--- config.mk ---
export PLATFORM = sky130hd
export DESIGN_NAME = instr_fetch
export DESIGN_NICKNAME = d
export VERILOG_FILES = /design/src/rtl/rv32i.sv /design/src/rtl/fetch_fifo.sv /design/src/rtl/instr_fetch.sv
export SDC_FILE = /design/constraint.sdc
export NUM_CORES = 1
export LEC_CHECK = 0
export CAP_MARGIN = 30
export CORE_UTILIZATION = 57
export DETAILED_ROUTE_END_ITERATION = 7
export PLACE_DENSITY = 0.91
export SKIP_LAST_GASP = 1
export SYNTH_ARGS = -nofsm -noshare
export SYNTH_HDL_FRONTEND = slang
export SYNTH_SLANG_ARGS = --single-unit
--- constraint.sdc ---
create_clock -name clk -period 7.6 [get_ports clk]
set_clock_uncertainty 0.2 [all_clocks]
set_input_delay 1.52 -clock clk [delete_from_list [all_inputs] [get_ports clk]]
set_output_delay 1.52 -clock clk [all_outputs]
set_load 0.005 [all_outputs]
--- src/rtl/rv32i.sv ---
// Shared RV32I types for the front end: instruction views, fetch states
// and the fetch buffer entry.
package rv32i;

  localparam logic [31:0] RV32I_NOP = 32'h0000_0013;

  typedef struct packed {
    logic [6:0] funct7;
    logic [4:0] rs2;
    logic [4:0] rs1;
    logic [2:0] funct3;
    logic [4:0] rd;
    logic [6:0] opcode;
  } rv32i_r_t;

  typedef struct packed {
    logic [11:0] imm;
    logic [4:0]  rs1;
    logic [2:0]  funct3;
    logic [4:0]  rd;
    logic [6:0]  opcode;
  } rv32i_i_t;

  typedef union packed {
    logic [31:0] raw;
    rv32i_r_t    r;
    rv32i_i_t    i;
  } rv32i_inst_u;

  typedef enum logic [1:0] {
    BOOT,
    RUN,
    HALT
  } ifu_state_e;

  typedef struct packed {
    rv32i_inst_u instr;
    logic [31:0] pc;
    logic        fault;
  } fetch_entry_t;

endpackage

--- src/rtl/fetch_fifo.sv ---
// Synchronous FIFO of fetch entries; registered head, no bypass.
// Flush beats push; push and pop may coincide at any occupancy.
module fetch_fifo
  import rv32i::*;
#(
  parameter int DEPTH = 2
) (
  input  logic                   clk,
  input  logic                   rst_n,
  input  logic                   push,
  input  logic                   pop,
  input  logic                   flush,
  input  fetch_entry_t           din,
  output logic [$clog2(DEPTH):0] count,
  output fetch_entry_t           head,
  output logic                   empty
);

  localparam int AW = $clog2(DEPTH);
  localparam logic [AW:0] FULL = (AW+1)'(DEPTH);

  fetch_entry_t  mem [DEPTH];
  logic [AW-1:0] rd_ptr;
  logic [AW-1:0] wr_ptr;
  logic          do_push;
  logic          do_pop;

  assign empty   = (count == '0);
  assign do_pop  = pop && !empty;
  assign do_push = push && ((count != FULL) || do_pop);
  assign head    = mem[rd_ptr];

  always_ff @(posedge clk) begin
    if (!rst_n) begin
      rd_ptr <= '0;
      wr_ptr <= '0;
      count  <= '0;
      for (int i = 0; i < DEPTH; i++) begin
        mem[i] <= '0;
      end
    end else if (flush) begin
      rd_ptr <= '0;
      wr_ptr <= '0;
      count  <= '0;
    end else begin
      if (do_push) begin
        mem[wr_ptr] <= din;
        wr_ptr      <= wr_ptr + 1'b1;
      end
      if (do_pop) begin
        rd_ptr <= rd_ptr + 1'b1;
      end
      count <= count + (AW+1)'(do_push) - (AW+1)'(do_pop);
    end
  end

endmodule

--- src/rtl/instr_fetch.sv ---
// Instruction fetch unit: credit-limited requests to imem, in-order
// response buffering, redirect flush and halt on bus error.
module instr_fetch
  import rv32i::*;
#(
  parameter logic [31:0] RESET_PC   = 32'h0000_0000,
  parameter int          FIFO_DEPTH = 2
) (
  input  logic        clk,
  input  logic        rst_n,
  output logic        imem_req,
  output logic [31:0] imem_addr,
  input  logic        imem_gnt,
  input  logic        imem_rvalid,
  input  logic [31:0] imem_rdata,
  input  logic        imem_err,
  input  logic        redirect_valid,
  input  logic [31:0] redirect_pc,
  output logic        instr_valid,
  input  logic        instr_ready,
  output rv32i_inst_u instr,
  output logic [31:0] instr_pc,
  output logic        instr_fault
);

  localparam int CW = $clog2(FIFO_DEPTH) + 1;

  ifu_state_e    state;
  ifu_state_e    state_nxt;
  logic [31:0]   fetch_pc;
  logic [31:0]   resp_pc;
  logic [31:0]   new_pc;
  logic [CW-1:0] outstanding;
  logic [CW-1:0] out_nxt;
  logic [CW-1:0] drop_cnt;
  logic [CW-1:0] fifo_count;
  logic [CW:0]   credit;
  logic          grant;
  logic          accept;
  logic          push;
  logic          fault_rsp;
  logic          fifo_empty;
  fetch_entry_t  din;
  fetch_entry_t  head;
  logic          unused_pc_lsb;

  assign unused_pc_lsb = ^redirect_pc[1:0];
  assign new_pc        = {redirect_pc[31:2], 2'b00};

  assign credit    = {1'b0, outstanding} + {1'b0, fifo_count};
  assign imem_req  = (state == RUN) && !redirect_valid &&
                     (credit < (CW+1)'(FIFO_DEPTH));
  assign imem_addr = fetch_pc;

  assign grant     = imem_req && imem_gnt;
  assign accept    = imem_rvalid && (drop_cnt == '0);
  assign push      = accept && !redirect_valid;
  assign fault_rsp = push && imem_err;
  assign out_nxt   = outstanding + CW'(grant) - CW'(imem_rvalid);

  assign din.instr = imem_err ? rv32i_inst_u'(RV32I_NOP) :
                                rv32i_inst_u'(imem_rdata);
  assign din.pc    = resp_pc;
  assign din.fault = imem_err;

  always_ff @(posedge clk) begin
    if (!rst_n) begin
      state <= BOOT;
    end else begin
      state <= state_nxt;
    end
  end

  always_comb begin
    state_nxt = state;
    unique case (state)
      BOOT:    state_nxt = RUN;
      RUN:     if (fault_rsp) state_nxt = HALT;
      HALT:    state_nxt = HALT;
      default: state_nxt = BOOT;
    endcase
    if (redirect_valid) state_nxt = RUN;
  end

  // A redirect orphans every pending response; an error orphans the rest.
  always_ff @(posedge clk) begin
    if (!rst_n) begin
      fetch_pc    <= RESET_PC;
      resp_pc     <= RESET_PC;
      outstanding <= '0;
      drop_cnt    <= '0;
    end else begin
      outstanding <= out_nxt;
      if (redirect_valid) begin
        fetch_pc <= new_pc;
        resp_pc  <= new_pc;
        drop_cnt <= outstanding - CW'(imem_rvalid);
      end else begin
        if (grant) fetch_pc <= fetch_pc + 32'd4;
        if (push)  resp_pc  <= resp_pc + 32'd4;
        if (fault_rsp) begin
          drop_cnt <= out_nxt;
        end else if (imem_rvalid && (drop_cnt != '0)) begin
          drop_cnt <= drop_cnt - 1'b1;
        end
      end
    end
  end

  fetch_fifo #(
    .DEPTH (FIFO_DEPTH)
  ) u_fifo (
    .clk   (clk),
    .rst_n (rst_n),
    .push  (push),
    .pop   (instr_valid && instr_ready),
    .flush (redirect_valid),
    .din   (din),
    .count (fifo_count),
    .head  (head),
    .empty (fifo_empty)
  );

  assign instr_valid = !fifo_empty;
  assign instr       = head.instr;
  assign instr_pc    = head.pc;
  assign instr_fault = head.fault;

  rsp_without_req: assert property (
    @(posedge clk) disable iff (!rst_n)
    imem_rvalid |-> (outstanding != '0)
  );

endmodule

==> flow_summary_export.csv, run 1 <==
group,metric,value,unit
run_status,status,"finished, final reports clean",
pwr,p_leak,4.26,nW
min_path,hp-class,"reg -> reg",
synth,avgSynthCellArea,10.7,um^2
clocking,cts_setup_buffers,0,
timing,maxSlewViolCount,0,
pwr,ir_drop,0.184,mV
flow_run,cap_violations,0,
synth,synthFlopType,"edfxtp_1",
setup_path,critical_path_class,"in -> out",
timing,setup_ws,2480,ps
detailed_routing,dr.pass1.iters,5,
timing,tightest_slew,930,ps
synth,synth_seq_cells,197,
clocking,cts.clk_slew.worst_paths,70,ps
timing,rsz0062_at_grt,"false",
clocking,cts_buffers,17,
detailed_routing,final_antenna_net_count,0,
detailed_routing,wl,22300,um
detailed_routing,wl_per_cell,17.9,um
placed_design,dp_hpwl,14500,um
synth,ys_seq_area_share,55.5,%
setup_path,start_kind,"input port",
global_route,grt_max_degree,64,
detailed_routing,vias,7242,
clocking,clk-insertion-delay-late,430,ps
clocking,cts.sinks,197,
placed_design,port_buffers,163,
placed_design,gp_congestion,0.877,
final_layout,postLayoutCellArea,11800,um^2
clocking,cts_max_level,4,
floorplan,dieHeight,130,um
setup_path,cp.required,5880,ps
floorplan,rows,46,
pwr,power.density,213,nW/um^2
clocking,ctsResizeCount,0,
setup_path,path_max_fanout,44,
floorplan,dieArea,17000,um^2
synth,synth_edf_count,126,
floorplan,io_pins,170,
detailed_routing,drcViolationCount,0,
floorplan,core,15900,um^2
global_route,track_usage,27.0,%
timing,fin_setup_tns,0,ps
global_route,first_global_vias,7041,
timing,slew_headroom,37.8,%
clocking,tritoncts,"built",
floorplan,initial_core_util,58.8,%
clocking,cts_root_buffer,"clkbuf_16",
placed_design,placed_cell_area,11200,um^2
clocking,ctsHoldBuffers,0,
synth,ys_warn_count,0,
synth,netlist_area,9370,um^2
final_layout,antenna_cells,0,
synth,synth.distinct_cells,54,
timing,fmaxAchievable,195,MHz
final_layout,area_growth_syn_to_layout,25.7,%
global_route,grt_overflow,0,
timing,fin_crit_sh,67.3,%
placed_design,dp_slack,2490,ps
timing,hold_violations,0,
final_layout,layout.nets,1101,
final_layout,drive_above_1_share,11.5,%
timing,hold-worst-slack,274,ps
detailed_routing,drt_iter0_drc,662,
synth,ys_async_sr_fraction,0,%
clocking,ctsLongestPathBuffers,2,
global_route,antenna_found_initial,0,
timing,fin_crit,5120,ps
synth,synth_cells,877,
floorplan,die_x,130,um
detailed_routing,post_drt_via_cell_ratio,5.80,
setup_path,crit_arrival,3400,ps
timing,setup_viol,0,
setup_path,cp-end-kind,"primary output",
global_route,grt_pass1_wl,35000,um
==> cells in the final DEF (no fill, tap or decap), types with 11 or more instances in the layout <==
cell             synthesis  layout
a21oi_1                 43      43
and2_1                  34      34
and3_1                  36      36
buf_4                    4      12
clkbuf_16                0      17
clkdlybuf4s50_1          0     162
dfxtp_1                 71      70
edfxtp_1               126     126
inv_1                   19      18
mux2_2                  67      67
nand2_1                 65      64
nand2b_1                33      32
nand3_1                 21      21
nand4_1                 16      16
nor2_1                 100     100
nor3_1                  11      11
o21ai_0                 39      39
xnor2_1                 30      30
xor2_1                  11      11
==> kinds of logic after synthesis <==
family / share of synthesized area (%)
buffers and inverters: 3.30
flip-flops: 55.5
multiplexers: 8.26
adder cells (fa/ha/maj): 1.55
AND/OR/NAND/NOR: 19.3
XOR/XNOR: 3.83
other: 0.0400
AO/OA/AOI/OAI: 8.17
==> Yosys cell counts, types with 2 or more instances <==
| master | n | share of area, % |
|---|---|---|
| clkbuf_1 | 45 | 1.8 |
| o31a_1 | 3 | 0.28 |
| nor2_1 | 100 | 4.0 |
| and3_1 | 36 | 2.4 |
| o21ai_0 | 39 | 2.1 |
| o211ai_1 | 5 | 0.40 |
| nand2b_1 | 33 | 2.2 |
| and4_1 | 7 | 0.65 |
| xnor2_1 | 30 | 2.8 |
| xor2_1 | 11 | 1.0 |
| mux2_2 | 67 | 8.1 |
| nand4_1 | 16 | 1.1 |
| or4_1 | 9 | 0.72 |
| nor4_1 | 9 | 0.60 |
| inv_1 | 19 | 0.76 |
| a21boi_0 | 5 | 0.40 |
| nor3_1 | 11 | 0.59 |
| dfxtp_1 | 71 | 15 |
| a31oi_1 | 9 | 0.60 |
| o21a_1 | 9 | 0.72 |
| and2_1 | 34 | 2.3 |
| nand3_1 | 21 | 1.1 |
| o31ai_1 | 4 | 0.32 |
| o311ai_0 | 2 | 0.19 |
| ha_1 | 10 | 1.3 |
| o22ai_1 | 2 | 0.13 |
| nand2_1 | 65 | 2.6 |
| or3_1 | 5 | 0.33 |
| buf_1 | 4 | 0.16 |
| mux2i_1 | 2 | 0.21 |
| buf_4 | 4 | 0.32 |
| edfxtp_1 | 126 | 40 |
| a21oi_1 | 43 | 2.3 |
==> critical path, cell delays in order <==
cell and delay (ps):
clkdlybuf4s50_1 400, buf_4 260, or4b_4 600, inv_1 110, clkdlybuf4s50_1 500
==> registers in the layout (all words and copies together) (netlist names), named ones only <==
signal,flops
u_fifo.count,2
drop_cnt,2
u_fifo.mem,126
u_fifo.rd_ptr,1
state,2
u_fifo.wr_ptr,1
resp_pc,30
imem_addr,30
outstanding,2
==> report_power, final <==
part	leakage (nW)	internal (mW)	switching (mW)	total, mW
combinational	2.07	0.162	0.142	0.304
sequential	1.90	1.20	0.0441	1.25
clock	0.293	0.555	0.401	0.956
==> per-stage QoR <==
step / cells / util, % / power [mW]
floorplan: 880 / - / 1.41
global placement: 1216 / 69.9 / 1.55
detailed placement: 1216 / 69.9 / 1.57
CTS: 1248 / 73.9 / 2.51
global route: 1248 / 73.9 / 2.58
finish: 1248 / 73.9 / 2.51
==> final cells by class <==
type | instances | area [um^2]
sequential | 197 | 5210
fill | 1074 | 4160
multi-input combinational | 607 | 3880
timing repair buffer | 175 | 1720
clock buffer | 18 | 429
tap | 216 | 270
clock inverter | 14 | 200
inverter | 21 | 78.8
==> worst paths after layout <==
| kind | slack, ps | depth (start not counted) | to | from |
|---|---|---|---|---|
| worst max-delay path | 2480 | 5 | imem_req | redirect_valid |
| worst min-delay path | 270 | 2 | state[1] | state[1] |
| worst max register to register | 3740 | 14 | drop_cnt[1] | u_fifo.count[0] |
| worst min register to register | 270 | 2 | state[1] | state[1] |
==> routing by layer <==
metal | up-vias | track usage (%) | wire length [um]
met1 | 3433 | 34.7 | 9080
met2 | 356 | 45.3 | 10700
met3 | 31 | 5.21 | 2140
li1 | 3422 | - | -
met5 | - | 0 | 0
met4 | 0 | 9.92 | 368
(Power assumes the default switching activity.)
==> run 2: changes to the inputs <==
Settings changed: CORE_UTILIZATION 57 to 48, PLACE_DENSITY 0.91 to 0.82.
Clock period 7.6 ns to 4.3 ns, I/O delays scaled along.
==> flow_summary_export.csv, run 2 (synthesis results as in run 1) <==
group,metric,value,unit
setup_path,start_kind,"flop",
final_layout,largest_reg_flops,126,
setup_path,cp.required,3240,ps
placed_design,port_buffers,163,
global_route,first_global_vias,6617,
clocking,cts_max_level,4,
timing,setup_viol,0,
detailed_routing,wl_per_cell,17.0,um
timing,fin_setup_tns,0,ps
detailed_routing,post_drt_via_cell_ratio,5.50,
global_route,grt_pass1_wl,34000,um
placed_design,gp_congestion,0.873,
global_route,antenna_found_initial,0,
clocking,cts_buffers,17,
detailed_routing,dr.pass1.iters,5,
detailed_routing,final_antenna_net_count,0,
setup_path,critPathMostFrequentCell,"inv_1",
clocking,tritoncts,"built",
detailed_routing,drcViolationCount,0,
global_route,track_usage,21.9,%
timing,hold_violations,0,
timing,fin_crit_sh,86.5,%
floorplan,io_pins,170,
final_layout,final_common_cell,"clkdlybuf4s50_1",
clocking,ctsLongestPathBuffers,2,
timing,maxSlewViolCount,0,
setup_path,cp-end-kind,"primary output",
clocking,ctsHoldBuffers,0,
clocking,cts_setup_buffers,0,
detailed_routing,vias,7117,
final_layout,top_register,"u_fifo.mem",
min_path,hp-class,"reg -> reg",
global_route,grt_overflow,0,
setup_path,cpPeakStageDelay,620,ps
detailed_routing,wl,22000,um
final_layout,area_growth_syn_to_layout,25.9,%
setup_path,crit_chain,"inv_1 > nor2_1 > fa_1 > or4b_4 > inv_1 > clkdlybuf4s50_1",
pwr,ir_drop,0.314,mV
setup_path,cp_top_family,"simple AND/OR/NAND/NOR gates",
floorplan,dieArea,20100,um^2
final_layout,final_cell_mix,"clkdlybuf4s50_1 (162), edfxtp_1 (126), nor2_1 (100)",
clocking,cts.sinks,197,
floorplan,die_x,142,um
setup_path,path_max_fanout,3,
final_layout,antenna_cells,0,
setup_path,rrSetupSlack,770,ps
floorplan,core,18900,um^2
timing,slew_headroom,54.0,%
floorplan,rows,50,
detailed_routing,drt_iter0_drc,462,
pwr,p_leak,4.26,nW
setup_path,crit_path_top_delay_cell,"or4b_4",
timing,fin_crit,3720,ps
timing,setup_ws,582,ps
placed_design,dp_hpwl,14500,um
floorplan,dieHeight,142,um
timing,rsz0062_at_grt,"false",
setup_path,crit_arrival,2660,ps
final_layout,layout.nets,1104,
timing,tightest_slew,690,ps
clocking,ctsResizeCount,0,
floorplan,initial_core_util,49.6,%
final_layout,drive_above_1_share,11.3,%
global_route,grt_max_degree,75,
pwr,power.density,360,nW/um^2
setup_path,critical_path_class,"reg -> out",
placed_design,dp_slack,562,ps
clocking,clk-insertion-delay-late,430,ps
flow_run,cap_violations,0,
clocking,cts.clk_slew.worst_paths,60,ps
setup_path,path_buf_inv,3,
clocking,cts_root_buffer,"clkbuf_16",
run_status,status,"finished, final reports clean",
timing,fmaxAchievable,269,MHz
[run 2: final timing paths]
kind | from | to | cells past startpoint
worst min-delay path | state[1] | state[1] | 2
worst max-delay path | u_fifo.count[0] | imem_req | 6
worst max register to register | u_fifo.count[0] | drop_cnt[1] | 14
worst min register to register | state[1] | state[1] | 2
[run 2: metal layers]
metal | wire length, um | track usage, % | vias to the layer above | share of wire (%)
met4 | 243 | 6.00 | 0 | 1.1
met1 | 9850 | 29.6 | 3385 | 45
li1 | - | - | 3411 | -
met2 | 10300 | 36.0 | 302 | 47
met5 | 0 | 0 | - | 0
met3 | 1680 | 3.95 | 19 | 7.6
[run 2: cell type report]
type | count | area, um^2
repair buffers | 178 | 1760
clock buffers | 20 | 437
inverters | 21 | 78.8
well taps | 260 | 325
fillers | 1512 | 7090
clock inverters | 11 | 111
multi-input cells | 607 | 3880
flip-flops and latches | 197 | 5210
[run 2: worst min-delay path, cell delays in order (launching register included)]
cell	delay (ps)
dfxtp_1	310
nand3_1	70
a21oi_1	60
[run 2: through the flow]
step	power [mW]	instance area, um^2	hold WS (ps)	utilization, %	instances
final	4.25	11800	279	62.5	1294
after global routing	4.40	11800	333	62.5	1294
after CTS	4.26	11800	277	62.5	1294
after detailed placement	2.78	11300	266	59.6	1263
after global placement	2.76	11300	253	59.6	1263
after floorplan	2.49	9380	244	-	880
[run 2: where the power goes]
part,leakage (nW),internal [mW],switching (mW)
registers,1.90,2.12,0.0762
clock network,0.262,0.845,0.661
logic,2.10,0.290,0.251
total,4.26,3.26,0.988
